[src/rtl/layer_pkg.sv]
// Shared definitions for the layer object generator.
//   - tile codes and rotation encodings returned by a lookup
//   - object-fetch FSM state type
//   - object-RAM word offsets (three words per paddle, then ball x/y)
package layer_pkg;

    localparam logic [5:0] TILE_PADDLE_END    = 6'd1;
    localparam logic [5:0] TILE_PADDLE_BOTTOM = 6'd2;
    localparam logic [5:0] TILE_PADDLE_BODY   = 6'd3;
    localparam logic [5:0] TILE_BALL          = 6'd4;
    localparam logic [5:0] TILE_EMPTY_CODE    = 6'h3F;

    localparam logic [1:0] ROT_0   = 2'b00;
    localparam logic [1:0] ROT_90  = 2'b01;
    localparam logic [1:0] ROT_180 = 2'b10;
    localparam logic [1:0] ROT_270 = 2'b11;

    typedef enum logic [1:0] {
        ST_IDLE   = 2'd0,
        ST_FETCH  = 2'd1,
        ST_DRAIN  = 2'd2,
        ST_COMMIT = 2'd3
    } obj_state_t;

    localparam int WORDS_PER_PLAYER = 3;
    localparam int OFS_X            = 0;
    localparam int OFS_Y            = 1;
    localparam int OFS_H            = 2;
    localparam int BALL_OFS_X       = 0;
    localparam int BALL_OFS_Y       = 1;

    function automatic int nreg(input int n_players);
        return WORDS_PER_PLAYER * n_players + 2;
    endfunction

endpackage

[src/rtl/paddle_hit.sv]
// Stage-1 hit test for one paddle.
// Ports:
//   i_clk, i_rst          clock, async active-high reset
//   req_col, req_row      lookup tile coordinate
//   pad_x, pad_y, pad_h   active paddle position and height
//   hit, tile, rotate     registered result (tile/rotate meaningful only when hit)
module paddle_hit
    import layer_pkg::*;
#(
    parameter int GRID_W = 120,
    parameter int GRID_H = 68,
    parameter int COL_W  = 7,
    parameter int ROW_W  = 7
)(
    input  logic             i_clk,
    input  logic             i_rst,
    input  logic [COL_W-1:0] req_col,
    input  logic [ROW_W-1:0] req_row,
    input  logic [7:0]       pad_x,
    input  logic [7:0]       pad_y,
    input  logic [7:0]       pad_h,
    output logic             hit,
    output logic [5:0]       tile,
    output logic [1:0]       rotate
);

    // 10 bits holds x+1 and y+h-1 for any byte-sized position without wrapping.
    logic [9:0] col, row, x0, x1, y_top, y_bot;
    logic       in_grid, on_col0, on_col1, in_rows;

    always_comb begin
        col     = 10'(req_col);
        row     = 10'(req_row);
        x0      = 10'(pad_x);
        x1      = x0 + 10'd1;
        y_top   = 10'(pad_y);
        y_bot   = y_top + 10'(pad_h) - 10'd1;
        in_grid = (col < 10'(GRID_W)) && (row < 10'(GRID_H));
        on_col0 = (col == x0);
        on_col1 = (col == x1);
        // pad_h==0 makes y_bot meaningless, so it gates the row range.
        in_rows = (pad_h != 8'd0) && (row >= y_top) && (row <= y_bot);
    end

    always_ff @(posedge i_clk or posedge i_rst) begin
        if (i_rst) begin
            hit    <= 1'b0;
            tile   <= 6'd0;
            rotate <= ROT_0;
        end else begin
            hit <= in_grid && in_rows && (on_col0 || on_col1);
            // Top row wins over bottom row so a height-1 paddle shows end caps.
            if (row == y_top) begin
                tile   <= TILE_PADDLE_END;
                rotate <= on_col0 ? ROT_0 : ROT_90;
            end else if (row == y_bot) begin
                tile   <= TILE_PADDLE_BOTTOM;
                rotate <= on_col0 ? ROT_270 : ROT_180;
            end else begin
                tile   <= TILE_PADDLE_BODY;
                rotate <= on_col0 ? ROT_0 : ROT_90;
            end
        end
    end

endmodule

[src/rtl/layer_object_generator.sv]
// Object layer tile generator.
// Once per frame the object positions are fetched from the object RAM into
// shadow registers and committed atomically to the active set; tile lookups
// run through a 2-stage pipeline against the active set.
// Ports:
//   i_clk, i_rst                         clock, async active-high reset
//   i_x, i_y                             pixel position (frame-start detection)
//   i_tile_valid, i_tile_col, i_tile_row lookup request
//   o_ram_rd_en, o_ram_address           object-RAM read port
//   i_ram_data                           read data, RAM_LAT cycles after the strobe
//   o_valid, o_tile, o_rotate            lookup result, 2 cycles after request
//   o_busy                               object fetch in progress
//
// state     | meaning
// ----------+-----------------------------------------------
// ST_IDLE   | waiting for frame start
// ST_FETCH  | issuing reads for words 0..NREG-1
// ST_DRAIN  | waiting RAM_LAT cycles for the last read data
// ST_COMMIT | copying shadow registers to the active set
module layer_object_generator
    import layer_pkg::*;
#(
    parameter int          N_PLAYERS  = 2,
    parameter int          GRID_W     = 120,
    parameter int          GRID_H     = 68,
    parameter int          RAM_LAT    = 1,
    parameter logic [5:0]  TILE_EMPTY = TILE_EMPTY_CODE,
    localparam int         COL_W      = $clog2(GRID_W),
    localparam int         ROW_W      = $clog2(GRID_H)
)(
    input  logic             i_clk,
    input  logic             i_rst,
    input  logic [8:0]       i_x,
    input  logic [8:0]       i_y,
    input  logic             i_tile_valid,
    input  logic [COL_W-1:0] i_tile_col,
    input  logic [ROW_W-1:0] i_tile_row,
    output logic             o_ram_rd_en,
    output logic [5:0]       o_ram_address,
    input  logic [7:0]       i_ram_data,
    output logic             o_valid,
    output logic [5:0]       o_tile,
    output logic [1:0]       o_rotate,
    output logic             o_busy
);

    localparam int         NREG       = nreg(N_PLAYERS);
    localparam int         BALL_BASE  = WORDS_PER_PLAYER * N_PLAYERS;
    localparam logic [5:0] LAST_ADDR  = 6'(NREG - 1);
    localparam logic [1:0] DRAIN_LOAD = 2'(RAM_LAT - 1);

    function automatic logic [7:0] reset_word(input int idx);
        int k;
        int ofs;
        k   = idx / WORDS_PER_PLAYER;
        ofs = idx % WORDS_PER_PLAYER;
        if (idx == BALL_BASE + BALL_OFS_X) return 8'(GRID_W / 2);
        if (idx == BALL_BASE + BALL_OFS_Y) return 8'(GRID_H / 2);
        if (ofs == OFS_X) return (k == 0) ? 8'd1 : 8'(GRID_W - 2 - k);
        return 8'd10;
    endfunction

    obj_state_t       state_q;
    logic [1:0]       drain_cnt_q;
    logic [8:0]       x_q, y_q;
    logic             origin_prev_q;
    logic             at_origin, frame_start;
    logic [RAM_LAT-1:0] rd_pipe_v_q;
    logic [5:0]       rd_pipe_a_q [RAM_LAT];
    logic [7:0]       shadow_q [NREG];
    logic [7:0]       active_q [NREG];

    // ---------------- frame start ----------------
    assign at_origin   = (x_q == 9'd0) && (y_q == 9'd0);
    assign frame_start = at_origin && !origin_prev_q;

    // origin_prev_q resets high so a pixel counter parked at (0,0) does not
    // trigger a fetch straight out of reset.
    always_ff @(posedge i_clk or posedge i_rst) begin
        if (i_rst) begin
            x_q           <= 9'd0;
            y_q           <= 9'd0;
            origin_prev_q <= 1'b1;
        end else begin
            x_q           <= i_x;
            y_q           <= i_y;
            origin_prev_q <= at_origin;
        end
    end

    // ---------------- fetch FSM ----------------
    always_ff @(posedge i_clk or posedge i_rst) begin
        if (i_rst) begin
            state_q       <= ST_IDLE;
            drain_cnt_q   <= 2'd0;
            o_ram_rd_en   <= 1'b0;
            o_ram_address <= 6'd0;
            o_busy        <= 1'b0;
        end else begin
            case (state_q)
                ST_IDLE: begin
                    if (frame_start) begin
                        state_q       <= ST_FETCH;
                        o_ram_rd_en   <= 1'b1;
                        o_ram_address <= 6'd0;
                        o_busy        <= 1'b1;
                    end
                end
                ST_FETCH: begin
                    if (o_ram_address == LAST_ADDR) begin
                        state_q       <= ST_DRAIN;
                        o_ram_rd_en   <= 1'b0;
                        o_ram_address <= 6'd0;
                        drain_cnt_q   <= DRAIN_LOAD;
                    end else begin
                        o_ram_address <= o_ram_address + 6'd1;
                    end
                end
                ST_DRAIN: begin
                    if (drain_cnt_q == 2'd0) state_q <= ST_COMMIT;
                    else                     drain_cnt_q <= drain_cnt_q - 2'd1;
                end
                ST_COMMIT: begin
                    state_q <= ST_IDLE;
                    o_busy  <= 1'b0;
                end
                default: state_q <= ST_IDLE;
            endcase
        end
    end

    // ---------------- read-address pipeline ----------------
    // Tracks which word each returning byte belongs to; cleared on reset so
    // reads issued before a reset never land in the shadow registers.
    always_ff @(posedge i_clk or posedge i_rst) begin
        if (i_rst) begin
            rd_pipe_v_q <= '0;
            for (int i = 0; i < RAM_LAT; i++) rd_pipe_a_q[i] <= 6'd0;
        end else begin
            rd_pipe_v_q[0] <= o_ram_rd_en;
            rd_pipe_a_q[0] <= o_ram_address;
            for (int i = 1; i < RAM_LAT; i++) begin
                rd_pipe_v_q[i] <= rd_pipe_v_q[i-1];
                rd_pipe_a_q[i] <= rd_pipe_a_q[i-1];
            end
        end
    end

    // ---------------- shadow / active registers ----------------
    always_ff @(posedge i_clk or posedge i_rst) begin
        if (i_rst) begin
            for (int i = 0; i < NREG; i++) shadow_q[i] <= reset_word(i);
        end else begin
            for (int i = 0; i < NREG; i++)
                if (rd_pipe_v_q[RAM_LAT-1] && (rd_pipe_a_q[RAM_LAT-1] == 6'(i)))
                    shadow_q[i] <= i_ram_data;
        end
    end

    always_ff @(posedge i_clk or posedge i_rst) begin
        if (i_rst) begin
            for (int i = 0; i < NREG; i++) active_q[i] <= reset_word(i);
        end else if (state_q == ST_COMMIT) begin
            for (int i = 0; i < NREG; i++) active_q[i] <= shadow_q[i];
        end
    end

    // ---------------- lookup stage 1 ----------------
    logic [N_PLAYERS-1:0] pad_hit;
    logic [5:0]           pad_tile [N_PLAYERS];
    logic [1:0]           pad_rot  [N_PLAYERS];
    logic                 v1_q, ball_hit_q;
    logic                 req_in_grid;

    for (genvar k = 0; k < N_PLAYERS; k++) begin : g_pad
        paddle_hit #(
            .GRID_W (GRID_W),
            .GRID_H (GRID_H),
            .COL_W  (COL_W),
            .ROW_W  (ROW_W)
        ) u_paddle_hit (
            .i_clk   (i_clk),
            .i_rst   (i_rst),
            .req_col (i_tile_col),
            .req_row (i_tile_row),
            .pad_x   (active_q[WORDS_PER_PLAYER*k + OFS_X]),
            .pad_y   (active_q[WORDS_PER_PLAYER*k + OFS_Y]),
            .pad_h   (active_q[WORDS_PER_PLAYER*k + OFS_H]),
            .hit     (pad_hit[k]),
            .tile    (pad_tile[k]),
            .rotate  (pad_rot[k])
        );
    end

    assign req_in_grid = (10'(i_tile_col) < 10'(GRID_W)) && (10'(i_tile_row) < 10'(GRID_H));

    always_ff @(posedge i_clk or posedge i_rst) begin
        if (i_rst) begin
            v1_q       <= 1'b0;
            ball_hit_q <= 1'b0;
        end else begin
            v1_q       <= i_tile_valid;
            ball_hit_q <= req_in_grid
                       && (10'(i_tile_col) == 10'(active_q[BALL_BASE + BALL_OFS_X]))
                       && (10'(i_tile_row) == 10'(active_q[BALL_BASE + BALL_OFS_Y]));
        end
    end

    // ---------------- lookup stage 2: priority encode ----------------
    logic [5:0] tile_d;
    logic [1:0] rot_d;

    always_comb begin
        tile_d = TILE_EMPTY;
        rot_d  = ROT_0;
        // Walk from the lowest-priority paddle up so player 0 overrides.
        for (int k = N_PLAYERS - 1; k >= 0; k--) begin
            if (pad_hit[k]) begin
                tile_d = pad_tile[k];
                rot_d  = pad_rot[k];
            end
        end
        if (ball_hit_q) begin
            tile_d = TILE_BALL;
            rot_d  = ROT_0;
        end
    end

    always_ff @(posedge i_clk or posedge i_rst) begin
        if (i_rst) begin
            o_valid  <= 1'b0;
            o_tile   <= TILE_EMPTY;
            o_rotate <= ROT_0;
        end else begin
            o_valid  <= v1_q;
            o_tile   <= v1_q ? tile_d : TILE_EMPTY;
            o_rotate <= v1_q ? rot_d  : ROT_0;
        end
    end

endmodule

[config.mk]
export PLATFORM = sky130hd
export DESIGN_NAME = layer_object_generator
export DESIGN_NICKNAME = d
export VERILOG_FILES = /design/src/rtl/layer_pkg.sv /design/src/rtl/paddle_hit.sv /design/src/rtl/layer_object_generator.sv
export SDC_FILE = /design/constraint.sdc
export NUM_CORES = 1
export LEC_CHECK = 0
export BUFFER_PORTS_ARGS = -buffer_cell sky130_fd_sc_hd__buf_2
export CAP_MARGIN = 20
export CORE_MARGIN = 2
export CORE_UTILIZATION = 45
export DETAILED_ROUTE_END_ITERATION = 10
export PLACE_DENSITY = 0.59
export SKIP_LAST_GASP = 1
export SLEW_MARGIN = 5
export SYNTH_ARGS = -nofsm -noshare
export SYNTH_HDL_FRONTEND = slang
export SYNTH_SLANG_ARGS = --single-unit
[constraint.sdc]
create_clock -name i_clk -period 15.5 [get_ports i_clk]
set_input_delay 0.775 -clock i_clk [delete_from_list [all_inputs] [get_ports i_clk]]
set_output_delay 0.775 -clock i_clk [all_outputs]
set_load 0.005 [all_outputs]
==> results.py <==
metrics = {
    "timing": {
        "skew_ps": 10.8,
        "tightest_slew_ps": 942,
        "setup_violations": 0,
        "setup_ws_ps": 11830,
        "finalCritPeriodShare_pct": 23.7,
        "relSlewSlack_pct": 37.2,
        "hold_viol": 0,
        "slew_viol_final": 0,
        "min_period_ps": 3670,
        "timing.fmax_mhz": 272,
        "rsz0062_at_grt": "false",
        "fin_setup_tns_ps": 0,
    },
    "placement": {
        "portBuffers": 59,
        "pre_cts_ws_ps": 11850,
        "dp_hpwl_mm": 14.5,
        "place_congestion": 0.862,
    },
    "global_route": {
        "grt_pass1_vias": 6406,
        "gr-usage-met3_pct": 3.77,
        "grt_start_max_net_pins": 97,
        "antenna_found_initial": 0,
        "grt_use_met2_pct": 33.6,
        "grt_pass1_wl_mm": 33.5,
        "grt_usage_pct": 19.6,
        "groute.layer.met1.usage_pct": 25.6,
        "grt_overflow_total": 0,
        "grt_most_used_layer": "met2",
    },
    "critical_path": {
        "setup.worst_path.start": "active_q[16]",
        "r2r-end": "g_pad[1].u_paddle_hit.rotate[0]",
        "worstReg2RegStart": "active_q[16]",
        "cp_max_fo": 4,
        "cp-start-kind": "register",
        "crit_arrival_ps": 3990,
        "slowest_stage": "fa_1",
        "r2r_slack_ps": 11830,
        "r2r_cells": 14,
        "path_cells": "ha_1, fa_1, a211o_1, a2111o_1, o311ai_0, xnor2_1, ha_1, nand2_1, nor2_1, and3_1, nand2_1, nor3b_1, a221o_1, nand3_1",
        "crit_type": "register to register",
        "worstSetupEndpoint": "g_pad[1].u_paddle_hit.rotate[0]",
        "cpPeakStageDelay_ps": 440,
        "worstPathRequired_ps": 15810,
        "critPathCaptureType": "register",
    },
    "power_and_ir_drop": {
        "p_per_area_mw_per_mm2": 219,
        "p_leak_nw": 4.63,
        "ir_drop_mv": 0.0874,
        "total_power_mw": 2.32,
    },
    "synthesis": {
        "synth_area_per_cell_um2": 11.7,
        "synthArstFlopShare_pct": 100,
        "synthMuxAreaShare_pct": 14.5,
        "syn_area_mm2": 0.00939,
        "ys_types": 69,
        "synth_edf_count": 0,
        "ys.flop_type": "dfrtp_1",
        "netlist.area_leader.share_pct": 37.3,
        "synth_cells": 803,
        "synth_compound_area_share_pct": 10.0,
        "synth_top_family_by_area": "multiplexers",
        "yosys.area.top_type": "dfrtp_1",
        "synth_common_cells": "dfrtp_1 (140), mux2_2 (117), ha_1 (54)",
        "yosysMostFrequentCell": "dfrtp_1",
        "synthAdderAreaFrac_pct": 7.62,
        "syn_nets": 902,
        "synthSimpleGateAreaFrac_pct": 10.6,
        "synth_area_leaders": "dfrtp_1 (37%), mux2_2 (14%), dfstp_2 (13%)",
        "yosysWarningCount": 0,
        "seq_area_frac_synth_pct": 49.9,
        "synth_seq_cells": 185,
        "synth_xor_area_share_pct": 4.57,
    },
    "detailed_routing": {
        "post_drt_wl_per_cell_um": 18.0,
        "vias": 6338,
        "ant_nets": 0,
        "wl_mm": 20.5,
        "first_iter_violations": 311,
        "drc": 0,
        "routed_via_density": 5.56,
        "drtPass1Iterations": 4,
    },
    "floorplanning": {
        "num_rows": 52,
        "start_util_pct": 46.1,
        "die_x_um": 148,
        "io_pins": 60,
        "dieArea_mm2": 0.0220,
        "core_area_mm2": 0.0204,
        "dieHeight_um": 148,
    },
    "clock_tree": {
        "path_clk_slew_ps": 70,
        "post_cts_buffers": 0,
        "cts-root-buf": "clkbuf_16",
        "htreeDepth": 4,
        "tritoncts": "built",
        "clock_path_buffers": 2,
        "clock-sinks": 185,
        "cts_hold_buf": 0,
        "postCtsResizedCells": 0,
        "cts-buffers-inserted": 17,
        "clk_latency_ps": 430,
    },
    "cells_and_area": {
        "drive_gt1_share_pct": 31.4,
        "area_growth_syn_to_layout_pct": 12.8,
        "post-route-util_pct": 52.0,
        "diodes": 0,
        "fin_nets": 956,
    },
    "worst_hold_path": {
        "hp-start": "i_x[3]",
        "min-delay-path-class": "input pin to register",
    },
    "run": {
        "drv_cap": 0,
    },
    "run_status": {
        "status": "finished, final reports clean",
    },
}
[worst min path at each step]
stage,to,depth (start not counted)
2_1_floorplan,o_valid,0
3_3_place_gp,o_valid,0
3_5_place_dp,o_valid,0
4_1_cts,y_q[7],1
5_1_grt,y_q[7],1
6_report,x_q[3],1
[final cells by class]
| class | count | area, um^2 |
|---|---|---|
| clock buffers | 17 | 425 |
| inverters | 39 | 151 |
| flip-flops and latches | 185 | 4690 |
| fillers | 1781 | 9770 |
| clock inverters | 15 | 201 |
| multi-input cells | 551 | 4440 |
| well taps | 270 | 338 |
| repair buffers | 63 | 350 |
[metrics by stage]
stage | std cells | hold slack (ps) | cell area, um^2
2_1_floorplan | 803 | 403 | 9390
3_3_place_gp | 1106 | 437 | 9930
3_5_place_dp | 1106 | 432 | 9930
4_1_cts | 1138 | 430 | 10600
5_1_grt | 1140 | 420 | 10600
6_report | 1140 | 446 | 10600
[placed cells by master (no fill, tap or decap), types with 26 or more instances in the layout]
master   instances
dfrtp_1        140
mux2_2         117
buf_2           59
ha_1            53
dfstp_2         45
nand2_1         44
inv_1           38
o21ai_0         36
nor2_1          27
a21oi_1         26
xor2_1          26
[logic make-up after synthesis]
kind of cell    after synthesis
compound gates              138
xor+xnor                     49
fa+ha+maj                    56
buf+inv                      67
flops                       185
mux                         121
simple gates                187
[where the power goes]
part / leakage, nW / switching [mW] / internal, mW
combinational: 2.17 / 0.553 / 0.515
sequential: 2.16 / 0.126 / 0.675
clock: 0.302 / 0.202 / 0.247
total: 4.63 / 0.881 / 1.44
[registers in the layout, summed over array words and instances (netlist names), 4 cells and up]
register and flops:
active_q 64, g_pad.u_paddle_hit.rotate 4, g_pad.u_paddle_hit.tile 4, o_ram_address 6, o_tile 4, rd_pipe_a_q 6, shadow_q 64, x_q 9
y_q 9
[critical path, delay by kind of cell (launching register included)]
kind / cells / cell delay, ps
AND/OR/NAND/NOR: 6 / 800
flip-flops: 1 / 410
AO/OA/AOI/OAI: 4 / 1150
XOR/XNOR: 1 / 170
adder cells (fa/ha/maj): 3 / 1020
[layer usage]
layer  share of wire [%]  vias to the layer above
met4                 1.2                        0
met5                   0                        -
met3                 4.4                       23
met2                  50                      129
li1                    -                     3021
met1                  45                     3165
Power figures use the tool's default switching activity.
